<file path="src/rtl/ps2_keyboard_ctrl_pkg.sv">
// Scan-code set 2 constants and small helpers shared by the PS/2 keyboard front end.
package ps2_kbd_pkg;

  localparam logic [7:0] SC_ENTER = 8'h5A;
  localparam logic [7:0] SC_SPACE = 8'h29;
  localparam logic [7:0] SC_C     = 8'h21;
  localparam logic [7:0] SC_M     = 8'h3A;
  localparam logic [7:0] SC_A     = 8'h1C;
  localparam logic [7:0] SC_W     = 8'h1D;
  localparam logic [7:0] SC_S     = 8'h1B;
  localparam logic [7:0] SC_D     = 8'h23;
  localparam logic [7:0] SC_EQ    = 8'h55;
  localparam logic [7:0] SC_MINUS = 8'h4E;
  localparam logic [7:0] SC_EXT   = 8'hE0;
  localparam logic [7:0] SC_BRK   = 8'hF0;
  localparam logic [7:0] SC_LEFT  = 8'h6B;
  localparam logic [7:0] SC_RIGHT = 8'h74;
  localparam logic [7:0] SC_UP    = 8'h75;
  localparam logic [7:0] SC_DOWN  = 8'h72;

  localparam logic [7:0] SC_DIGIT [0:9] = '{8'h45, 8'h16, 8'h1E, 8'h26, 8'h25,
                                            8'h2E, 8'h36, 8'h3D, 8'h3E, 8'h46};

  localparam logic [3:0] SET_A = 4'b0001;
  localparam logic [3:0] SET_W = 4'b0010;
  localparam logic [3:0] SET_S = 4'b0100;
  localparam logic [3:0] SET_D = 4'b1000;

  localparam logic [15:0] SHIFT_LIMIT = 16'hFFF0;

  // {hit, value}: hit is set when code is one of the ten digit keys
  function automatic logic [4:0] digit_decode(input logic [7:0] code);
    logic [4:0] r;
    r = '0;
    for (int unsigned i = 0; i < 10; i++) begin
      if (code == SC_DIGIT[i]) r = {1'b1, 4'(i)};
    end
    return r;
  endfunction

  function automatic logic [15:0] sat_add(input logic [15:0] v, input logic [15:0] step);
    return (v >= SHIFT_LIMIT - step) ? SHIFT_LIMIT : v + step;
  endfunction

  function automatic logic [15:0] sat_sub(input logic [15:0] v, input logic [15:0] step);
    return (v <= step) ? '0 : v - step;
  endfunction

endpackage

</file>
<file path="src/rtl/ps2_keyboard_ctrl_if.sv">
// Raw PS/2 lines plus the decoded control outputs of the keyboard front end.
interface ps2_kbd_if;
  logic        ps2_clock;
  logic        ps2_data;
  logic        start;
  logic        pause;
  logic        clear;
  logic        manual;
  logic [3:0]  setting;
  logic [15:0] file_id;
  logic [15:0] shift_x;
  logic [15:0] shift_y;
  logic [3:0]  scroll;

  modport master (
    input  ps2_clock, ps2_data,
    output start, pause, clear, manual, setting, file_id, shift_x, shift_y, scroll
  );

  modport slave (
    output ps2_clock, ps2_data,
    input  start, pause, clear, manual, setting, file_id, shift_x, shift_y, scroll
  );
endinterface

</file>
<file path="src/rtl/ps2_keyboard_ctrl_rx.sv">
// PS/2 frame receiver: synchronisers, falling-edge sampling, frame check and idle timeout.
module ps2_rx #(
  parameter int CLK_HZ     = 50000000,
  parameter int TIMEOUT_US = 200
) (
  input  logic       clk_vga,
  input  logic       reset_btn,
  input  logic       ps2_clock,
  input  logic       ps2_data,
  output logic [7:0] rx_data,
  output logic       rx_valid
);

  localparam int unsigned TO_RAW = (CLK_HZ / 1000000) * TIMEOUT_US;
  localparam int unsigned TO_CYC = (TO_RAW < 2) ? 2 : TO_RAW;
  localparam int unsigned TO_W   = $clog2(TO_CYC + 1);

  logic [2:0]      clk_sync;
  logic [2:0]      dat_sync;
  logic [10:0]     shreg;
  logic [10:0]     frame;
  logic [3:0]      bit_cnt;
  logic [TO_W-1:0] idle_cnt;
  logic            fall;
  logic            frame_ok;

  assign fall     = (clk_sync[2:1] == 2'b10);
  assign frame    = {dat_sync[1], shreg[10:1]};
  assign frame_ok = !frame[0] && frame[10] && (^frame[9:1]);

  always_ff @(posedge clk_vga or posedge reset_btn) begin
    if (reset_btn) begin
      clk_sync <= '1;
      dat_sync <= '1;
    end else begin
      clk_sync <= {clk_sync[1:0], ps2_clock};
      dat_sync <= {dat_sync[1:0], ps2_data};
    end
  end

  always_ff @(posedge clk_vga or posedge reset_btn) begin
    if (reset_btn) begin
      shreg    <= '0;
      bit_cnt  <= '0;
      idle_cnt <= '0;
      rx_data  <= '0;
      rx_valid <= 1'b0;
    end else begin
      rx_valid <= 1'b0;
      if (fall) begin
        shreg    <= frame;
        idle_cnt <= '0;
        if (bit_cnt == 4'd10) begin
          bit_cnt <= '0;
          if (frame_ok) begin
            rx_data  <= frame[8:1];
            rx_valid <= 1'b1;
          end
        end else begin
          bit_cnt <= bit_cnt + 4'd1;
        end
      end else if (bit_cnt != '0) begin
        // a stalled partial frame is abandoned so the next start bit realigns
        if (idle_cnt == TO_W'(TO_CYC - 1)) begin
          bit_cnt  <= '0;
          idle_cnt <= '0;
        end else begin
          idle_cnt <= idle_cnt + 1'b1;
        end
      end
    end
  end

endmodule

</file>
<file path="src/rtl/ps2_keyboard_ctrl.sv">
// PS/2 keyboard front end: scan-code decoder driving run control, edit cursor, preset and view registers.
module ps2_keyboard_ctrl
  import ps2_kbd_pkg::*;
#(
  parameter int CLK_HZ     = 50000000,
  parameter int TIMEOUT_US = 200,
  parameter int SHIFT_STEP = 16,
  parameter int SCROLL_MAX = 4
) (
  input logic          clk_vga,
  input logic          reset_btn,
  ps2_kbd_if.master    kbd
);

  localparam logic [15:0] STEP = 16'(SHIFT_STEP);
  localparam logic [3:0]  SMAX = 4'(SCROLL_MAX);

  logic [7:0] rx_data;
  logic       rx_valid;
  logic       ext;
  logic       brk;
  logic [4:0] digit;

  ps2_rx #(
    .CLK_HZ     (CLK_HZ),
    .TIMEOUT_US (TIMEOUT_US)
  ) u_rx (
    .clk_vga   (clk_vga),
    .reset_btn (reset_btn),
    .ps2_clock (kbd.ps2_clock),
    .ps2_data  (kbd.ps2_data),
    .rx_data   (rx_data),
    .rx_valid  (rx_valid)
  );

  assign digit = digit_decode(rx_data);

  always_ff @(posedge clk_vga or posedge reset_btn) begin
    if (reset_btn) begin
      ext         <= 1'b0;
      brk         <= 1'b0;
      kbd.start   <= 1'b0;
      kbd.pause   <= 1'b0;
      kbd.clear   <= 1'b0;
      kbd.manual  <= 1'b0;
      kbd.setting <= '0;
      kbd.file_id <= '0;
      kbd.shift_x <= '0;
      kbd.shift_y <= '0;
      kbd.scroll  <= '0;
    end else begin
      kbd.start   <= 1'b0;
      kbd.pause   <= 1'b0;
      kbd.clear   <= 1'b0;
      kbd.setting <= '0;
      if (rx_valid) begin
        if (rx_data == SC_EXT) begin
          ext <= 1'b1;
        end else if (rx_data == SC_BRK) begin
          brk <= 1'b1;
        end else begin
          ext <= 1'b0;
          brk <= 1'b0;
          if (!brk && ext) begin
            case (rx_data)
              SC_LEFT:  kbd.shift_x <= sat_sub(kbd.shift_x, STEP);
              SC_RIGHT: kbd.shift_x <= sat_add(kbd.shift_x, STEP);
              SC_UP:    kbd.shift_y <= sat_sub(kbd.shift_y, STEP);
              SC_DOWN:  kbd.shift_y <= sat_add(kbd.shift_y, STEP);
              default:  ;
            endcase
          end else if (!brk) begin
            case (rx_data)
              SC_ENTER: kbd.start  <= 1'b1;
              SC_SPACE: kbd.pause  <= 1'b1;
              SC_C:     kbd.clear  <= 1'b1;
              SC_M:     kbd.manual <= !kbd.manual;
              SC_A:     if (kbd.manual) kbd.setting <= SET_A;
              SC_W:     if (kbd.manual) kbd.setting <= SET_W;
              SC_S:     if (kbd.manual) kbd.setting <= SET_S;
              SC_D:     if (kbd.manual) kbd.setting <= SET_D;
              SC_EQ:    if (kbd.scroll < SMAX) kbd.scroll <= kbd.scroll + 4'd1;
              SC_MINUS: if (kbd.scroll != '0) kbd.scroll <= kbd.scroll - 4'd1;
              default:  if (digit[4]) kbd.file_id <= {12'd0, digit[3:0]};
            endcase
          end
        end
      end
    end
  end

endmodule

</file>
<file path="src/flat_wrapper.sv">
// flat-port wrapper written by rule: the top's interface ports become plain ports
module ps2_keyboard_ctrl_flat import ps2_kbd_pkg::*;
#(
  parameter int CLK_HZ     = 50000000,
  parameter int TIMEOUT_US = 200,
  parameter int SHIFT_STEP = 16,
  parameter int SCROLL_MAX = 4
)
  (clk_vga, reset_btn, kbd_ps2_clock, kbd_ps2_data, kbd_start, kbd_pause, kbd_clear, kbd_manual, kbd_setting, kbd_file_id, kbd_shift_x, kbd_shift_y, kbd_scroll);
  ps2_kbd_if kbd_i ();
  input logic clk_vga;
  input logic reset_btn;
  input wire logic [$bits(kbd_i.ps2_clock)-1:0] kbd_ps2_clock;
  input wire logic [$bits(kbd_i.ps2_data)-1:0] kbd_ps2_data;
  output wire logic [$bits(kbd_i.start)-1:0] kbd_start;
  output wire logic [$bits(kbd_i.pause)-1:0] kbd_pause;
  output wire logic [$bits(kbd_i.clear)-1:0] kbd_clear;
  output wire logic [$bits(kbd_i.manual)-1:0] kbd_manual;
  output wire logic [$bits(kbd_i.setting)-1:0] kbd_setting;
  output wire logic [$bits(kbd_i.file_id)-1:0] kbd_file_id;
  output wire logic [$bits(kbd_i.shift_x)-1:0] kbd_shift_x;
  output wire logic [$bits(kbd_i.shift_y)-1:0] kbd_shift_y;
  output wire logic [$bits(kbd_i.scroll)-1:0] kbd_scroll;
  assign kbd_i.ps2_clock = kbd_ps2_clock;
  assign kbd_i.ps2_data = kbd_ps2_data;
  assign kbd_start = kbd_i.start;
  assign kbd_pause = kbd_i.pause;
  assign kbd_clear = kbd_i.clear;
  assign kbd_manual = kbd_i.manual;
  assign kbd_setting = kbd_i.setting;
  assign kbd_file_id = kbd_i.file_id;
  assign kbd_shift_x = kbd_i.shift_x;
  assign kbd_shift_y = kbd_i.shift_y;
  assign kbd_scroll = kbd_i.scroll;
  ps2_keyboard_ctrl #(.CLK_HZ(CLK_HZ), .TIMEOUT_US(TIMEOUT_US), .SHIFT_STEP(SHIFT_STEP), .SCROLL_MAX(SCROLL_MAX)) u_core (.clk_vga(clk_vga), .reset_btn(reset_btn), .kbd(kbd_i));
endmodule
</file>
<file path="config.mk">
export PLATFORM = sky130hd
export DESIGN_NAME = ps2_keyboard_ctrl_flat
export DESIGN_NICKNAME = d
export VERILOG_FILES = /design/src/rtl/ps2_keyboard_ctrl_pkg.sv /design/src/rtl/ps2_keyboard_ctrl_if.sv /design/src/rtl/ps2_keyboard_ctrl_rx.sv /design/src/rtl/ps2_keyboard_ctrl.sv /design/src/flat_wrapper.sv
export SDC_FILE = /design/constraint.sdc
export NUM_CORES = 1
export LEC_CHECK = 0
export BUFFER_PORTS_ARGS = -buffer_cell sky130_fd_sc_hd__buf_4
export CAP_MARGIN = 20
export CORE_UTILIZATION = 45
export CTS_CLUSTER_DIAMETER = 80
export DETAILED_ROUTE_END_ITERATION = 10
export GPL_TIMING_DRIVEN = 0
export HOLD_SLACK_MARGIN = 0.12
export PLACE_DENSITY = 0.72
export RECOVER_POWER = 50
export SYNTH_ARGS = -nofsm -noshare
export SYNTH_HDL_FRONTEND = slang
export SYNTH_SLANG_ARGS = --single-unit
</file>
<file path="constraint.sdc">
create_clock -name clk_vga -period 6.1 [get_ports clk_vga]
set_input_delay 1.83 -clock clk_vga [delete_from_list [all_inputs] [get_ports clk_vga]]
set_output_delay 1.83 -clock clk_vga [all_outputs]
set_load 0.1 [all_outputs]
</file>
Word level (Yosys, flattened, before mapping)
Index checks and enable logic that the tools add are counted.
- bitwise gates (word level): 5
- order comparisons: 5
- mux-type cells: 60
- reduce and logical (&&, ||, !) cells: 24
- $add $sub $neg: 8
- eq/ne operators: 32
- operator list (cell ; count):
    $eq A8 B6 Y1 const B ; 10
    $eq A8 B7 Y1 const B ; 9
    $mux W16 ; 4
    $pmux W16 S2 ; 2
    $mux W5 ; 10
    $mux W4 ; 12
    $mux W14 ; 3
    $eq A8 B5 Y1 const B ; 5
    $add A16 B5 Y16 const B ; 2
    $ge A16 B16 Y1 const B ; 2
    $le A16 B5 Y1 const B ; 2
    $sub A16 B5 Y16 const B ; 2
    $mux W1 ; 25
    $eq A8 B8 Y1 const B ; 2
    $pmux W4 S4 ; 1
    $add A14 B1 Y14 const B ; 1
    $eq A14 B14 Y1 const B ; 1
    $reduce_and A5 Y1 ; 2
    $reduce_bool A2 Y1 ; 5
    $reduce_or A10 Y1 ; 1
    $reduce_xor A9 Y1 ; 1
    $add A4 B1 Y4 const B ; 2
    $pmux W4 S2 ; 1
    $reduce_and A8 Y1 ; 1
    15 further kinds ; 28
- word-level logic and storage cells: 152
- register bits: 93

Longest topological paths before layout
- depth in word-level cells: 12
- mapped depth: 11
- mapped depth without buffers: 9

Cells and area by module
Synthesis repeated with hierarchy kept, for this count alone.
- cell total of the unflattened synthesis: 628
- area, all modules: 5630.4 um^2
- by module, submodules not included (module ; times used ; cells each ; area each (um^2) ; seq. area each (um^2)):
    ps2_keyboard_ctrl ; 1 ; 446 ; 3681.0 ; 1051.0
    ps2_rx ; 1 ; 182 ; 1949.4 ; 1057.3

Worst setup path before layout
Ideal clock, no wire load.
- path kind: register -> output
- start point: register u_core.kbd.shift_y[4]
- end point: output kbd_shift_y[4]
- arrival time: 1.023 ns
- buffers on the path: 0
- path slack: 3.247 ns
- cell stages (with the launch flop): 1
- cells stage by stage: dfrtp_1
- RTL lines (item ; line ; text):
    start, declared ; ps2_keyboard_ctrl_if.sv:17 ; output start, pause, clear, manual, setting, file_id, shift_x, shift_y, scroll
    start signal, assigned ; ps2_keyboard_ctrl.sv:68 ; SC_UP: kbd.shift_y <= sat_sub(kbd.shift_y, STEP);
    start signal, assigned ; ps2_keyboard_ctrl.sv:69 ; SC_DOWN: kbd.shift_y <= sat_add(kbd.shift_y, STEP);
    end, declared ; flat_wrapper.sv:22 ; output wire logic [$bits(kbd_i.shift_y)-1:0] kbd_shift_y;
No word-level cell between the ends.

Worst setup path after layout
- start point: register u_core.kbd.shift_x[4]
- end point: output kbd_shift_x[4]
- RTL lines (item ; line ; text):
    start, declared ; ps2_keyboard_ctrl_if.sv:17 ;
    start signal, assigned ; ps2_keyboard_ctrl.sv:66 ; SC_LEFT: kbd.shift_x <= sat_sub(kbd.shift_x, STEP);
    start signal, assigned ; ps2_keyboard_ctrl.sv:67 ; SC_RIGHT: kbd.shift_x <= sat_add(kbd.shift_x, STEP);
    end, declared ; flat_wrapper.sv:21 ; output wire logic [$bits(kbd_i.shift_x)-1:0] kbd_shift_x;
No word-level cell between the ends.

==> qor.yml <==
run_status:
  status: "finished, violations left"
  violations: "max-capacitance violations, max-slew violations"
worst_setup_path:
  cp_num_buf_inv: 1
  cp.depth: 1
  path_cells: "buf_4"
  r2r_slack_ns: 3.43
  end_kind: "output pin"
  path_class: "reg2out"
  reg2regPathDepth: 10
  crit_fanout: 10
  cp.arrival_ns: 1.26
  start_kind: "register"
  path_delay_family: "flip-flops"
  crit_required_ns: 4.27
  cp_slowest_stage_delay_ns: 0.54
  crit_slowest_cell: "dfrtp_1"
yosys:
  syn_inst: 626
  synth-seq-area-share_pct: 37.95
  async_flop_share_pct: 100.0
  synth_edf_count: 0
  synth-main-ff-cell: "dfrtp_1"
  ys_types: 79
  syn_area_sq_um: 5555
  post_synth.cell_area_avg_sq_um: 8.874
  ys_ff_latch: 84
  yosysWarnings: 0
drt:
  routed_wl_microns: 13610
  ant_nets: 0
  first_pass_iters: 5
  drtIter0Drc: 299
  wl_per_cell_microns: 15.97
  viasPerCell: 5.804
  num_vias: 4945
  drc_errors: 0
sta:
  grt_setup_unrepaired: "false"
  worst_slew_pin_slew_ns: 1.661
  slew_viol_final: 36
  fin_tns_setup_ns: 0
  finalCritPeriodShare_pct: 50.60
  relSlewSlack_pct: -11.32
  hold_viol: 0
  finalSetupViolCount: 0
  fin_crit_ns: 3.087
  fin_skew_ns: 0.007526
  fmax_ghz: 0.3239
clock_network:
  worstSkewPairLatency_ns: 0.36
  numCtsBuffers: 9
  cts_resized: 0
  cts_sinks: 84
  post_cts.repair.setup_buffers: 0
  clkTransAtPathRegs_ns: 0.07
  cts_root_buffer: "clkbuf_16"
  h-tree-depth: 3
  ctsHoldBuffers: 0
  cts_tree: "yes"
  clk_path_buf_depth: 2
power:
  p_leak_nw: 2.856
  max-vdd-ir-drop_uv: 118.8
  p_per_area_nw_per_um2: 223.6
grt:
  grt_use_total_pct: 22.90
  antenna_found_initial: 0
  grt_pass1_vias: 4759
  grt_max_degree: 50
  gr-total-overflow: 0
  grt_pass1_wl_microns: 23520
finish:
  fin_util_pct: 53.82
  syn2layout_area_growth_pct: 16.37
  drive_gt1_share_pct: 17.87
  diodes: 0
  layout.nets: 719
flow_run:
  cap_violations: 1
worst_hold_path:
  hold_path.class: "reg2reg"
  whs_path_depth: 0
floorplanning:
  die_x_microns: 113.1
  io_pins: 64
  start_util_pct: 46.25
  die_y_microns: 113.1
  rows: 40
  dieArea_sq_um: 12790
  core-area_sq_um: 12010
placed_design:
  dp_hpwl_microns: 9686
  gp_congestion: 0.9100
  portBuffers: 43
-- worst paths after layout --
kind,from,end
setup reg to reg,u_core.u_rx.rx_data[7]$_DFFE_PP0P_,u_core.kbd.scroll[3]$_DFFE_PP0P_
hold reg to reg,u_core.u_rx.dat_sync[0]$_DFF_PP1_,u_core.u_rx.dat_sync[1]$_DFF_PP1_
min in group asynchronous,reset_btn,u_core.u_rx.idle_cnt[3]$_DFFE_PP0P_
setup / recovery,u_core.kbd.shift_x[4]$_DFFE_PP0P_,kbd_shift_x[4]
max in group asynchronous,reset_btn,u_core.kbd.shift_y[10]$_DFFE_PP0P_
hold / removal,u_core.u_rx.dat_sync[0]$_DFF_PP1_,u_core.u_rx.dat_sync[1]$_DFF_PP1_
-- per-layer routing --
metal | up-vias | GRT usage, % | routed length, microns
li1 | 2383 | - | -
met3 | 25 | 3.214 | 474
met2 | 130 | 36.73 | 6450
met1 | 2407 | 30.59 | 6353
met4 | 0 | 10.96 | 331
met5 | - | 0 | 0
-- synthesized netlist by cell type, types with 9 or more instances --
cell | instances | area share (%)
nor2_1 | 43 | 2.9
ha_1 | 14 | 3.2
a21oi_1 | 27 | 2.4
nand2_1 | 69 | 4.7
o22ai_1 | 9 | 1.0
nand2b_1 | 13 | 1.5
nor3_1 | 23 | 2.1
dfrtp_1 | 79 | 36
a31oi_1 | 10 | 1.1
nor4_1 | 12 | 1.4
mux2_2 | 9 | 1.8
clkbuf_1 | 22 | 1.5
xor2_1 | 14 | 2.2
inv_1 | 23 | 1.6
nand3_1 | 20 | 1.8
nand4_1 | 17 | 1.9
o21ai_0 | 25 | 2.3
xnor2_1 | 14 | 2.2
buf_4 | 21 | 2.8
-- layout make-up --
cell class | instances | area, sq um
inverters | 23 | 87.58
repair buffers | 44 | 350.3
plain buffers | 55 | 315.3
multi-input cells | 483 | 3113
flip-flops and latches | 84 | 2108
clock inverters | 7 | 81.33
well taps | 147 | 183.9
fillers | 1157 | 5547
clock buffers | 9 | 225.2
-- report_power, final --
group / leakage [nW] / total, mW / internal [mW] / switching, mW
sequential: 1.14 / 0.640 / 0.596 / 0.0445
combinational: 1.58 / 0.228 / 0.0838 / 0.145
clock: 0.141 / 0.576 / 0.323 / 0.253
total: 2.86 / 1.45 / 1.00 / 0.442
-- metrics by stage --
| stage | hold WS [ns] | total power [mW] | setup WS (ns) | area [sq um] | cells |
|---|---|---|---|---|---|
| 2_1_floorplan | 0.3452 | 0.8373 | 2.113 | 5627 | 645 |
| 3_3_place_gp | 0.3474 | 0.8665 | 1.079 | 6133 | 835 |
| 3_5_place_dp | 0.3488 | 0.8820 | 3.383 | 6163 | 836 |
| 6_report | 0.3587 | 1.445 | 3.013 | 6465 | 852 |
| 5_1_grt | 0.3629 | 1.513 | 2.953 | 6465 | 852 |
| 4_1_cts | 0.3588 | 1.459 | 2.994 | 6470 | 852 |
-- layout by cell type, fill, tap and decap left out, drive strengths merged, types with 17 or more instances in the layout --
cell type  count
o21ai         33
conb          20
clkbuf        37
nor4          17
nand4         17
dfrtp         79
buf           71
inv           25
nand2         69
nor2          45
nand3         20
a21oi         27
nor3          24
-- logic make-up after synthesis --
group,Yosys count,synth area share [%]
and+or+nand+nor,266,26.69
buffers and inverters,78,7.252
other,1,0.06750
DFF,84,37.95
muxes,19,3.739
xor gates and xnor gates,29,4.820
AOI/OAI and AO/OA,134,15.97
adders and majority gates,15,3.514
-- flip-flops by register name (all words and copies together) (netlist names), 2 cells and up --
name                  count
u_core.u_rx.rx_data       8
u_core.kbd.shift_x       12
u_core.kbd.shift_y       12
u_core.u_rx.shreg        10
u_core.u_rx.dat_sync      2
u_core.u_rx.clk_sync      3
u_core.kbd.scroll         4
u_core.u_rx.bit_cnt       4
u_core.kbd.setting        4
u_core.u_rx.idle_cnt     14
u_core.kbd.file_id        4
(Power assumes the default switching activity.)
